File: src/rtl/lpc_cycle_fifo.sv
// lpc_cycle_fifo: captures one encoded LPC cycle word per rising edge of the
// peripheral's ready strobe and queues it in a first-word-fall-through FIFO.
// Words with a null cycle type may be filtered out at capture time. Words lost
// to a full FIFO set a sticky overflow flag and bump a saturating drop counter.
module lpc_cycle_fifo #(
  parameter int unsigned DEPTH     = 16,
  parameter int unsigned DROP_NONE = 1
) (
  input  logic                       clk_i,
  input  logic                       rst_i,
  input  logic [31:0]                tdata_i,
  input  logic                       ready_i,
  input  logic                       clear_i,
  output logic [31:0]                m_tdata_o,
  output logic                       m_tvalid_o,
  input  logic                       m_tready_i,
  output logic [$clog2(DEPTH):0]     level_o,
  output logic                       overflow_o,
  output logic [15:0]                drop_cnt_o
);

  localparam int unsigned AW = $clog2(DEPTH);
  localparam int unsigned LW = AW + 1;
  localparam logic [LW-1:0] FULL_LEVEL = LW'(DEPTH);

  logic [31:0]   mem [DEPTH];
  logic [AW-1:0] wr_ptr;
  logic [AW-1:0] rd_ptr;
  logic [LW-1:0] level;
  logic          ready_q;
  logic          overflow;
  logic [15:0]   drop_cnt;

  logic capture;
  logic null_type;
  logic accept;
  logic full;
  logic pop;
  logic push;
  logic drop;

  // Capture/push/pop/drop decode for the current cycle.
  always_comb begin
    capture   = ready_i & ~ready_q;
    null_type = (DROP_NONE != 0) && (tdata_i[1:0] == 2'b00);
    accept    = capture & ~null_type;
    full      = (level == FULL_LEVEL);
    pop       = (level != '0) & m_tready_i;
    // When full, a same-cycle pop frees the slot the new word goes into.
    push      = accept & (~full | pop);
    drop      = accept & full & ~pop;
  end

  // Strobe history, pointers and occupancy.
  always_ff @(posedge clk_i) begin
    if (rst_i) begin
      ready_q <= 1'b0;
      wr_ptr  <= '0;
      rd_ptr  <= '0;
      level   <= '0;
    end else begin
      ready_q <= ready_i;
      if (push) wr_ptr <= wr_ptr + AW'(1);
      if (pop)  rd_ptr <= rd_ptr + AW'(1);
      if (push && !pop)      level <= level + LW'(1);
      else if (pop && !push) level <= level - LW'(1);
    end
  end

  // Storage array; contents are intentionally left out of reset.
  always_ff @(posedge clk_i) begin
    if (push && !rst_i) mem[wr_ptr] <= tdata_i;
  end

  // Sticky overflow flag and saturating drop counter; clear beats a drop.
  always_ff @(posedge clk_i) begin
    if (rst_i || clear_i) begin
      overflow <= 1'b0;
      drop_cnt <= '0;
    end else if (drop) begin
      overflow <= 1'b1;
      if (drop_cnt != '1) drop_cnt <= drop_cnt + 16'd1;
    end
  end

  // Output assignments; head word falls through from storage.
  always_comb begin
    m_tdata_o  = mem[rd_ptr];
    m_tvalid_o = (level != '0);
    level_o    = level;
    overflow_o = overflow;
    drop_cnt_o = drop_cnt;
  end

endmodule

File: config.mk
export PLATFORM = sky130hd
export DESIGN_NAME = lpc_cycle_fifo
export DESIGN_NICKNAME = d
export VERILOG_FILES = /design/src/rtl/lpc_cycle_fifo.sv
export SDC_FILE = /design/constraint.sdc
export NUM_CORES = 1
export LEC_CHECK = 0
export CAP_MARGIN = 20
export CORE_ASPECT_RATIO = 0.9
export CORE_MARGIN = 3
export CORE_UTILIZATION = 30
export CTS_BUF_LIST = sky130_fd_sc_hd__clkbuf_8
export CTS_CLUSTER_DIAMETER = 60
export DETAILED_ROUTE_END_ITERATION = 8
export HOLD_SLACK_MARGIN = 0.05
export PLACE_DENSITY = 0.55
export SYNTH_ARGS = -nofsm -noshare
export SYNTH_HDL_FRONTEND = slang
export SYNTH_SLANG_ARGS = --single-unit
export TNS_END_PERCENT = 10
File: constraint.sdc
create_clock -name clk_i -period 6.89 [get_ports clk_i]
set_input_delay 1.378 -clock clk_i [delete_from_list [all_inputs] [get_ports clk_i]]
set_output_delay 1.378 -clock clk_i [all_outputs]
set_load 0.02 [all_outputs]
==> impl_results.md <==
* Pint at 5900 uW
* DP Wirelength at 27000 um
* Vias per cell at 4.77
* CTS sink cnt at 547
* Post-CTS sizing at 0
* Layout area overhead at 18.4%
* Total negative setup slack at 0 ns
* Synth Register Bits at 547
* Via count at 10100
* Final critical-path required period at 5.18 ns
* Setup WS pre-CTS at 2.03 ns
* Max_cap viols at 0
* Core ar. at 69100 um^2
* Worst Tran Pin Value at 1.08 ns
* Max Root-Sink Buffers at 3
* Io pins at 92
* DRT Pass-1 Iters at 7
* Hold Violations, Final at 0
* Starting Density at 0.306
* Largest net degree at the start of global routing at 74
* Crit-path slowest cell: dfxtp_4
* Synth Area per Inst at 22.3 um^2
* CTS clk-pin slew, worst paths at 0.06 ns
* Crit path buf inv count at 2
* Worst Setup Start Kind: register
* Sequential area share after synthesis at 0.761
* Routed wire length at 48200 um
* Switching share of power at 0.266
* Max-slew violations at 0
* Setup Skew at 0.0438 ns
* Fin crit share at 0.752
* Worst EP arrival at 3.80 ns
* Setup violations, final at 0
* Mapped Area at 21100 um^2
* Critical Path RT at 5.51 ns
* Clk pwr share at 0.322
* YS warnings at 0
* Routed Antenna Nets at 0
* Comb pwr share at 0.204
* DRC at 0
* Clock latency on the worst-skew pair at 0.68 ns
* Gr usage total at 0.132
* Num CTS Buffers at 90
* CP cell instances: buf_4 -> mux4_2 -> mux4_2 -> clkdlybuf4s50_1
* IO Port Bufs at 91
* Fraction of layout cells with a size suffix above 1 at 0.271
* CTS tree: yes
* Vias in the first global route at 10800
* Mapped Cells at 947
* Rows at 91
* Net Switching at 2130 uW
* Yosys cell types at 41
* VDD IR-drop max at 0.000239 V
* Run status: finished clean
* Syn nets at 995
* Relative slew slack at 0.282
* Final worst-path setup slack at 1.71 ns
* Design Power at 8030 uW
* Fmax at 0.193 GHz
* Post-CTS Setup Bufs at 0
* Total die area at 73600 um^2
* Global-route wire length before repair at 71900 um
* Initial antenna violation count at 2
* H-Tree Level Count at 3
* Seq pwr share at 0.474
* Hold_ws at 0.486 ns
* Most used cell, CP: mux4_2
* Post-cts hold buffer count at 0
* Critical Path Sink Type: primary output
* P_leak at 0.00759 uW
* DR iter-0 viols at 711
* Routability Congestion at 0.738
* Hold Crit Class: reg -> reg
* CP delay by family, top: buffers and inverters
* Pwr Density at 321 nW/um^2
* Root Buffer: clkbuf_8
* DR WL/cell at 22.8 um
* Highest net fanout along the worst path at 32
* Nets at 1155
* Post-layout util at 0.362
* Slowest stage delay, CP at 0.73 ns
* RSZ-0062 raised after global routing: false
* Worst setup path category: reg -> out
* Die Wd at 286 um
* Die Ht at 258 um
* Gr ovfl total at 0
worst reg2reg max path, stage by stage, from the launching register on:
cell and delay, ns:
dfxtp_1 0.40, or4_1 0.61, o21ai_2 0.29, ha_1 0.24, inv_1 0.12, fa_1 0.43, a21o_1 0.18, a21oi_1 0.18
mux2i_1 0.23, mux2_2 0.34
per-layer routing:
layer / part of all wire / track usage / vias to the layer above
li1: - / - / 4361
met1: 0.45 / 0.180 / 5409
met2: 0.49 / 0.214 / 215
met3: 0.042 / 0.0283 / 79
met4: 0.019 / 0.0370 / 2
met5: 0.00027 / 0 / -
cell usage in the layout (no fill, tap or decap), types with 12 or more instances in the layout:
cell	count
nand2_1	21
mux4_2	160
nor2_4	12
clkinv_1	17
clkdlybuf4s50_1	91
nor2_1	16
mux2i_1	12
inv_1	46
dfxtp_1	31
buf_4	20
a21oi_1	13
edfxtp_1	512
clkbuf_8	95
area by class of cell:
cell class	instances	area, um^2
clock buffers	95	1310
clock inverters	68	335
well taps	930	1160
inverters	8	30.0
multi-input cells	344	4910
diodes	1	2.50
repair buffers	116	1160
flip-flops and latches	547	16100
fillers	6340	44100
kinds of logic after synthesis:
kind of cell / synth area share
AO/OA/AOI/OAI: 0.0112
XOR/XNOR: 0.00207
adder cells (fa/ha/maj): 0.00687
buffers and inverters: 0.0113
flip-flops: 0.761
multiplexers: 0.177
AND/OR/NAND/NOR: 0.0304
sequential cells by signal, summed over array words and instances, names as in the netlist, named ones only:
name        cells
drop_cnt_o     16
rd_ptr          4
level_o         5
overflow_o      1
ready_q         1
wr_ptr          4
mem           512
path summary, 6_finish.rpt:
path                       from  slack [ns]            end  depth (start not counted)
setup / recovery       register        1.71  m_tdata_o[23]                          4
hold / removal    drop_cnt_o[5]        0.49  drop_cnt_o[5]                          2
setup reg to reg     level_o[0]        3.78     level_o[4]                          9
hold reg to reg   drop_cnt_o[5]        0.49  drop_cnt_o[5]                          2
power groups by stage:
stage,registers [uW],clock network (uW),logic (uW)
2_1_floorplan,3770,0,1220
3_3_place_gp,3880,0,1690
3_5_place_dp,3880,0,1680
4_1_cts,3810,2670,1690
5_1_grt,3820,2830,1760
6_report,3800,2590,1640
cell usage after synthesis:
cell      instances  share of area
edfxtp_1        512           0.73
mux4_2          160           0.17
dfxtp_1          35          0.033
nor2_1           28         0.0050
clkbuf_1         27         0.0048
nand2_1          21         0.0037
a21oi_1          13         0.0031
buf_2            13         0.0031
mux2i_1          12         0.0057
nand3_1          11         0.0026
ha_1             10         0.0059
nand4_1          10         0.0030
nor3_1            9         0.0021
inv_1             8         0.0014
o31ai_1           8         0.0028
or3_1             8         0.0024
or4_1             8         0.0028
buf_1             6         0.0011
a211oi_1          5         0.0018
and2_1            5         0.0015
and4_1            4         0.0017
nor2b_1           4         0.0012
xor2_1            4         0.0017
nor4_1            3        0.00089
a21o_1            2        0.00071
nand2b_1          2        0.00059
o21a_1            2        0.00071
o21ai_0           2        0.00047
o31a_1            2        0.00083
or2_2             2        0.00059
buf_4             1        0.00036
buf_6             1        0.00053
fa_1              1        0.00095
mux2_2            1        0.00053
nand4_2           1        0.00059
nor4_4            1         0.0010
nor4b_1           1        0.00041
o211ai_1          1        0.00036
o21ai_2           1        0.00041
or2b_1            1        0.00036
xnor2_1           1        0.00041
per-stage QoR:
step / std cells / cell area (um^2)
final: 2109 / 25000
after global routing: 2109 / 25000
after global placement: 1943 / 23300
after detailed placement: 1943 / 23300
after CTS: 2106 / 25000
after floorplan: 947 / 21100
Note: power is estimated with default switching activity, not from simulation.
